$ cat src/rtl/mcu_pkg.sv
// Shared types and encodings for the multi-cycle control unit.
// State, opcode/funct and ALU operation constants live here.
package mcu_pkg;

  typedef enum logic [2:0] {
    IDLE,
    FETCH,
    DECODE,
    EXEC,
    MEM,
    WB,
    TRAP
  } state_t;

  typedef enum logic [2:0] {
    CL_R,
    CL_LW,
    CL_SW,
    CL_ADDI,
    CL_BEQ
  } iclass_t;

  localparam logic [5:0] OP_RTYPE = 6'h00;
  localparam logic [5:0] OP_LW    = 6'h23;
  localparam logic [5:0] OP_SW    = 6'h2B;
  localparam logic [5:0] OP_ADDI  = 6'h08;
  localparam logic [5:0] OP_BEQ   = 6'h04;

  localparam logic [5:0] FN_ADD = 6'h20;
  localparam logic [5:0] FN_SUB = 6'h22;
  localparam logic [5:0] FN_AND = 6'h24;
  localparam logic [5:0] FN_OR  = 6'h25;
  localparam logic [5:0] FN_XOR = 6'h26;
  localparam logic [5:0] FN_SLT = 6'h2A;

  localparam logic [5:0] ALU_ADD = 6'b000010;
  localparam logic [5:0] ALU_SUB = 6'b000110;
  localparam logic [5:0] ALU_AND = 6'b000000;
  localparam logic [5:0] ALU_OR  = 6'b000001;
  localparam logic [5:0] ALU_XOR = 6'b001100;
  localparam logic [5:0] ALU_SLT = 6'b000111;

  typedef struct packed {
    iclass_t    cls;
    logic [5:0] alu_op;
    logic       legal;
  } dec_t;

endpackage

$ cat src/rtl/mcu_decode.sv
// Combinational instruction decoder.
// Maps opcode/funct to instruction class, ALU op and legality.
module mcu_decode
  import mcu_pkg::*;
(
  input  logic [5:0] opc,
  input  logic [5:0] fn,
  output dec_t       dec
);

  always_comb begin
    dec.cls    = CL_R;
    dec.alu_op = ALU_ADD;
    dec.legal  = 1'b1;
    unique case (1'b1)
      (opc == OP_RTYPE): begin
        dec.cls = CL_R;
        unique case (fn)
          FN_ADD:  dec.alu_op = ALU_ADD;
          FN_SUB:  dec.alu_op = ALU_SUB;
          FN_AND:  dec.alu_op = ALU_AND;
          FN_OR:   dec.alu_op = ALU_OR;
          FN_XOR:  dec.alu_op = ALU_XOR;
          FN_SLT:  dec.alu_op = ALU_SLT;
          default: dec.legal  = 1'b0;
        endcase
      end
      (opc == OP_LW):   dec.cls = CL_LW;
      (opc == OP_SW):   dec.cls = CL_SW;
      (opc == OP_ADDI): dec.cls = CL_ADDI;
      (opc == OP_BEQ): begin
        dec.cls    = CL_BEQ;
        dec.alu_op = ALU_SUB;
      end
      default: dec.legal = 1'b0;
    endcase
  end

endmodule

$ cat src/rtl/multicycle_control.sv
// Multi-cycle FETCH/DECODE/EXEC/MEM/WB sequencer with stall
// timeout, illegal-opcode trap and retired-instruction counter.
module multicycle_control
  import mcu_pkg::*;
#(
  parameter int ALUOP_W = 6,
  parameter int REG_AW  = 5,
  parameter int TIMEOUT = 255,
  parameter int CNT_W   = 32
) (
  input  logic               clk,
  input  logic               rst_n,
  input  logic               run,
  input  logic [31:0]        instruction,
  input  logic               mem_ready,
  input  logic               alu_zero,
  input  logic               trap_clear,
  output logic               pc_write,
  output logic               pc_src,
  output logic               ir_write,
  output logic               mem_read,
  output logic               mem_write,
  output logic               alu_src,
  output logic [ALUOP_W-1:0] alu_op,
  output logic               reg_dst,
  output logic               mem_to_reg,
  output logic               reg_write,
  output logic [REG_AW-1:0]  read_sel_a,
  output logic [REG_AW-1:0]  read_sel_b,
  output logic [REG_AW-1:0]  write_sel,
  output logic               illegal,
  output logic               timeout,
  output logic               busy,
  output logic [CNT_W-1:0]   retired_cnt
);

  localparam int SC_W = (TIMEOUT > 1) ? $clog2(TIMEOUT) : 1;

  state_t          state, state_n;
  logic [31:0]     ir;
  logic [SC_W-1:0] stall_cnt;
  dec_t            dec;
  logic            waiting;
  logic            to_hit;
  logic            retire;
  logic            unused_bits;

  assign unused_bits = ^ir[10:6];

  mcu_decode u_dec (
    .opc (ir[31:26]),
    .fn  (ir[5:0]),
    .dec (dec)
  );

  assign waiting = (state == FETCH || state == MEM) && !mem_ready;

  // A waiting cycle that would bring the stall count up to TIMEOUT traps.
  assign to_hit = (TIMEOUT != 0) &&
                  (stall_cnt == SC_W'(TIMEOUT - 1));

  assign retire = (state == EXEC && dec.cls == CL_BEQ) ||
                  (state == MEM && mem_ready && dec.cls == CL_SW) ||
                  (state == WB);

  always_ff @(posedge clk or negedge rst_n) begin
    if (!rst_n) begin
      state <= IDLE;
    end else begin
      state <= state_n;
    end
  end

  always_ff @(posedge clk or negedge rst_n) begin
    if (!rst_n) begin
      ir          <= '0;
      stall_cnt   <= '0;
      retired_cnt <= '0;
      illegal     <= 1'b0;
      timeout     <= 1'b0;
    end else begin
      if (state == FETCH && mem_ready) begin
        ir <= instruction;
      end
      if (waiting) begin
        stall_cnt <= stall_cnt + SC_W'(1);
      end else begin
        stall_cnt <= '0;
      end
      if (retire) begin
        retired_cnt <= retired_cnt + CNT_W'(1);
      end
      if (state == TRAP && trap_clear) begin
        illegal <= 1'b0;
        timeout <= 1'b0;
      end else begin
        if (state == DECODE && !dec.legal) begin
          illegal <= 1'b1;
        end
        if (waiting && to_hit) begin
          timeout <= 1'b1;
        end
      end
    end
  end

  always_comb begin
    state_n = state;
    unique case (state)
      IDLE: begin
        if (run) state_n = FETCH;
      end
      FETCH: begin
        if (mem_ready)   state_n = DECODE;
        else if (to_hit) state_n = TRAP;
      end
      DECODE: begin
        state_n = dec.legal ? EXEC : TRAP;
      end
      EXEC: begin
        unique case (dec.cls)
          CL_LW, CL_SW: state_n = MEM;
          CL_BEQ:       state_n = run ? FETCH : IDLE;
          default:      state_n = WB;
        endcase
      end
      MEM: begin
        if (mem_ready) begin
          if (dec.cls == CL_LW) state_n = WB;
          else state_n = run ? FETCH : IDLE;
        end else if (to_hit) begin
          state_n = TRAP;
        end
      end
      WB: begin
        state_n = run ? FETCH : IDLE;
      end
      TRAP: begin
        if (trap_clear) state_n = IDLE;
      end
      default: state_n = IDLE;
    endcase
  end

  always_comb begin
    pc_write   = 1'b0;
    pc_src     = 1'b0;
    ir_write   = 1'b0;
    mem_read   = 1'b0;
    mem_write  = 1'b0;
    alu_src    = 1'b0;
    alu_op     = '0;
    reg_dst    = 1'b0;
    mem_to_reg = 1'b0;
    reg_write  = 1'b0;
    unique case (state)
      FETCH: begin
        mem_read = 1'b1;
        ir_write = mem_ready;
        pc_write = mem_ready;
      end
      EXEC: begin
        alu_op = ALUOP_W'(dec.alu_op);
        unique case (dec.cls)
          CL_R: alu_src = 1'b0;
          CL_BEQ: begin
            pc_src   = 1'b1;
            pc_write = alu_zero;
          end
          default: alu_src = 1'b1;
        endcase
      end
      MEM: begin
        mem_read  = (dec.cls == CL_LW);
        mem_write = (dec.cls == CL_SW);
      end
      WB: begin
        reg_write  = 1'b1;
        reg_dst    = (dec.cls == CL_R);
        mem_to_reg = (dec.cls == CL_LW);
      end
      default: ;
    endcase
  end

  assign busy = (state != IDLE) && (state != TRAP);

  assign read_sel_a = busy ? ir[21 +: REG_AW] : '0;
  assign read_sel_b = busy ? ir[16 +: REG_AW] : '0;
  assign write_sel  = !busy  ? '0 :
                      reg_dst ? ir[11 +: REG_AW] :
                                ir[16 +: REG_AW];

endmodule

$ cat config.mk
export PLATFORM = sky130hd
export DESIGN_NAME = multicycle_control
export DESIGN_NICKNAME = d
export VERILOG_FILES = /design/src/rtl/mcu_pkg.sv /design/src/rtl/mcu_decode.sv /design/src/rtl/multicycle_control.sv
export SDC_FILE = /design/constraint.sdc
export NUM_CORES = 1
export LEC_CHECK = 0
export CAP_MARGIN = 20
export CELL_PAD_IN_SITES_DETAIL_PLACEMENT = 1
export CELL_PAD_IN_SITES_GLOBAL_PLACEMENT = 1
export CORE_ASPECT_RATIO = 0.8
export CORE_MARGIN = 1
export CORE_UTILIZATION = 38
export CTS_BUF_LIST = sky130_fd_sc_hd__clkbuf_2
export DETAILED_ROUTE_END_ITERATION = 10
export GPL_ROUTABILITY_DRIVEN = 0
export HOLD_SLACK_MARGIN = 0.08
export PLACE_DENSITY_LB_ADDON = 0.1
export RECOVER_POWER = 50
export SLEW_MARGIN = 40
export SYNTH_ARGS = -nofsm -noshare
export SYNTH_HDL_FRONTEND = slang
export SYNTH_HIERARCHICAL = 1
export SYNTH_SLANG_ARGS = --single-unit
$ cat constraint.sdc
create_clock -name clk -period 3.3 [get_ports clk]
set_input_delay 0.66 -clock clk [delete_from_list [all_inputs] [get_ports clk]]
set_output_delay 0.66 -clock clk [all_outputs]
set_load 0.01 [all_outputs]
Word level (Yosys, flattened, before mapping)
Index checks and enable logic that the tools add are counted.
Widths: inputs -> output; s select.
- output and inout bits: 65
- register bits: 77
- add/sub/neg operators: 2
- multiplexer cells: 37
- reduce and logical (&&, ||, !) cells: 25
- equal/unequal tests: 23
- operators with widths (kind ; count):
    $eq 6x6->1 const B ; 8
    $add 32x1->32 const B ; 1
    $mux 3 ; 7
    $pmux 3 s7 ; 1
    $mux 5 ; 4
    $pmux 4 s5 ; 1
    $mux 1 ; 16
    $eq 3x3->1 const B ; 4
    $pmux 3 s4 ; 1
    $pmux 6 s2 ; 1
    $eq 3x2->1 const B ; 3
    $logic_and 1x1->1 ; 9
    $add 8x1->8 const B ; 1
    $eq 8x8->1 const B ; 1
    $mux 8 ; 1
    $eq 3x1->1 const B ; 2
    $eq 6x3->1 const B ; 1
    $eq 6x4->1 const B ; 1
    $logic_not 3->1 ; 2
    $logic_not 6->1 ; 1
    $mux 6 ; 1
    $pmux 1 s2 ; 3
    $pmux 3 s2 ; 1
    $reduce_or 6->1 ; 1
    9 further kinds ; 15

Logic depth before layout (Yosys ltp)
- depth after elaboration: 8
- gate-level depth with buffers: 10
- gate-level depth less buffers: 9

Hierarchy
The synthesis kept the hierarchy.
- by module, submodules not included (module ; cells each ; instances ; area an instance (um^2)):
    multicycle_control ; 321 ; 1 ; 3583.4
    mcu_decode ; 32 ; 1 ; 215.2

Least setup slack after synthesis
Ideal clock, no wire load.
- path type: reg2out
- start point: reg ir[27]
- end point: out pc_write
- slack: 0.270 ns
- cell stages (with the launch flop): 7
- data arrival time: 2.370 ns
- path through: dfrtp_1 -> or3_1 -> buf_6 -> nor4b_1 -> or3b_4 -> nor2_1 -> a21o_1
- RTL lines (what ; RTL line ; text):
    start, declared ; multicycle_control.sv:40 ; logic [31:0] ir;
    start signal, assigned ; multicycle_control.sv:83 ; ir <= instruction;
    end, declared ; multicycle_control.sv:18 ; output logic pc_write,

==> results_dict.tcl <==
set metrics [dict create \
    synth.area.top_cells "dfrtp_1, mux2_2, xor2_1, xnor2_1, nor2_1" \
    die_w_um 114 \
    numPortBuffers 95 \
    drtAntennaViolNets 0 \
    cts-root-buf "clkbuf_2" \
    grt_usage_pct 20.3 \
    grt-ovfl-total 0 \
    required_ns 2.64 \
    vias 3033 \
    synth_edf_count 0 \
    ir_drop_uv 254 \
    p_leak_nw 2.36 \
    rsz0062_at_grt "yes" \
    syn_area_per_cell_um2 10.8 \
    dr.pass1.iters 4 \
    cts_sinks 72 \
    holdWs_ns 0.495 \
    setup.worst_path.start_class "flop" \
    p_seq_share_pct 40.3 \
    cap_violations 1 \
    wl_per_cell_um 16.1 \
    ios 103 \
    cts_buffers 9 \
    final_max_slew_viol_count 73 \
    drtIter0Drc 128 \
    synth_area_um2 3800 \
    routed_wl_um 9800 \
    via_per_inst 4.97 \
    grt_max_degree 73 \
    first_global_vias 3230 \
    p_sw_mw 1.21 \
    skew_ns 0.0153 \
    row_count 32 \
    synth_top_area_cell "dfrtp_1" \
    place_hpwl_um 6780 \
    power.internal_mw 2.07 \
    fin_setup_tns_ns 0 \
    ys_seq_elements 72 \
    crit_path_end_kind "output port" \
    ctsHoldBuffers 0 \
    tightestPinTransition_ns 1.83 \
    hold_class "flop to flop" \
    finalSetupViolCount 0 \
    core_area_um2 9690 \
    start_util_pct 39.2 \
    synth.top_cell.area_share_pct 47.4 \
    p_clk_share_pct 15.0 \
    synth.most_common_cell "dfrtp_1" \
    p_comb_share_pct 44.7 \
    violations "max-capacitance violations, max-slew violations" \
    status "finished, violations left" \
    critical_path_arrival_ns 2.64 \
    synthArstFlopShare_pct 100 \
    antenna_found_initial 0 \
    drive_gt1_share_pct 21.3 \
    pwr_density_cell_nw_per_um2 632 \
    diodes 0 \
    synth_warnings 6 \
    yosysSeqAreaShare_pct 47.4 \
    switching_share_pct 36.9 \
    synth.distinct_cells 56 \
    grt_pass1_wl_um 16400 \
    post-place-ws_ns 0.105 \
    maxSlewHeadroom_pct -21.8 \
    clk_pin_slew_ns 0.19 \
    critPathKind "flop to output port" \
    fmax_mhz 303 \
    crit_fanout 6 \
    cts-htree-levels 3 \
    synthTopCellsByCount "dfrtp_1, nor2_1, mux2_2" \
    synthCells 353 \
    fin_nets 510 \
    finalCritPeriodShare_pct 99.9 \
    finalCriticalPeriod_ns 3.30 \
    drc_errors 0 \
    setup_ws_ns 0.00462 \
    dieArea_um2 10400 \
    die_y_um 91.4 \
    cts_tree "yes" \
    syn2layout_area_growth_pct 36.4 \
    finalHoldViolCount 0 \
    synth_flop_cell "dfrtp_1" \
    clk_path_buf_depth 2 \
    clock_latency_ns 0.51 \
]
## cell usage in the layout (no fill, tap or decap), types with 3 or more instances in the layout
cell type | netlist | routed
nor2_1 | 36 | 33
nor3_1 | 13 | 11
o21ai_0 | 4 | 4
buf_2 | 2 | 5
nor2b_1 | 12 | 12
clkbuf_2 | 0 | 16
nand2b_1 | 4 | 4
nand3_1 | 13 | 13
and2_1 | 4 | 3
dfrtp_1 | 72 | 71
xor2_1 | 23 | 23
nand4_1 | 3 | 3
a21oi_1 | 6 | 5
buf_4 | 2 | 16
mux2_2 | 29 | 28
inv_1 | 18 | 18
nor3_2 | 4 | 4
and3_1 | 11 | 11
nand2_1 | 20 | 20
clkdlybuf4s50_1 | 0 | 79
dlygate4sd2_1 | 0 | 5
ha_1 | 3 | 3
mux2i_1 | 5 | 5
xnor2_1 | 16 | 16
nor4_2 | 3 | 4
## metrics by stage
stage | instance area [um^2] | std cells | util, % | total power, mW
after floorplan | 3800 | 354 | - | 2.10
after global placement | 4920 | 582 | 50.7 | 2.64
after detailed placement | 4930 | 582 | 50.9 | 2.71
after CTS | 5160 | 608 | 53.2 | 3.29
after global routing | 5180 | 610 | 53.5 | 3.52
final | 5180 | 610 | 53.5 | 3.27
## power by group through the flow
| stage | Clock [mW] | Sequential, mW | Combinational, mW |
|---|---|---|---|
| 2_1_floorplan | 0 | 1.27 | 0.827 |
| 3_3_place_gp | 0 | 1.30 | 1.34 |
| 3_5_place_dp | 0 | 1.32 | 1.38 |
| 4_1_cts | 0.521 | 1.32 | 1.45 |
| 5_1_grt | 0.553 | 1.36 | 1.60 |
| 6_report | 0.490 | 1.32 | 1.46 |
## worst max-delay path, cell delays in order (launching register included)
cell           delay, ns
dfrtp_1             0.41
or3_4               0.41
buf_4               0.17
a21oi_1             0.26
buf_4               0.22
nor4b_2             0.22
and2_1              0.18
dlygate4sd2_1       0.27
## routing by layer
layer	up-vias	routed length (um)	share of wire, %	global-route usage [%]
met5	-	0	0	0
met2	75	4640	47	33.3
met3	5	473	4.8	5.47
met4	0	65	0.66	5.41
li1	1446	-	-	-
met1	1507	4620	47	26.3
## cell families after synthesis
logic type / count (synthesis) / synth area share [%]
buffers and inverters: 31 / 4.12
adder cells (fa/ha/maj): 3 / 0.988
multiplexers: 34 / 9.91
XOR/XNOR: 39 / 8.99
flip-flops: 72 / 47.4
AO/OA/AOI/OAI: 29 / 6.46
other: 1 / 0.0987
AND/OR/NAND/NOR: 144 / 22.0
## sequential cells by signal, indices dropped and copies added, names as in the netlist
name and cells:
ir 27, timeout 1, stall_cnt 8, illegal 1
state 3, retired_cnt 32
## layout make-up
class,instances,area [um^2]
clock buffer,12,60.1
clock inverter,4,45.0
fill,1096,4510
inverter,18,67.6
multi-input combinational,251,1930
sequential,72,1800
tap,136,170
timing repair buffer,117,1100
## timing repair
action	CTS	global route
endpoints found under the setup margin	25	22
buffers inserted	11	2
pin swaps	2	1
hold endpoints to repair	0	0
gates resized for setup	40	13
## worst paths after layout
| check | slack (ns) | from | cells past startpoint | endpoint |
|---|---|---|---|---|
| hold / removal | 0.49 | retired_cnt[31]$_DFFE_PN0P_ | 1 | retired_cnt[31]$_DFFE_PN0P_ |
| min in group asynchronous | 0.58 | rst_n | 1 | ir[3]$_DFFE_PN0P_ |
| setup reg to reg | 0.31 | ir[27]$_DFFE_PN0P_ | 9 | retired_cnt[21]$_DFFE_PN0P_ |
| setup / recovery | 0.005 | ir[27]$_DFFE_PN0P_ | 7 | mem_write |
| max in group asynchronous | 1.48 | rst_n | 1 | state[1]$_DFFE_PN0P_ |
| hold reg to reg | 0.49 | retired_cnt[31]$_DFFE_PN0P_ | 1 | retired_cnt[31]$_DFFE_PN0P_ |
No activity file was read; power rests on OpenSTA's default activity.
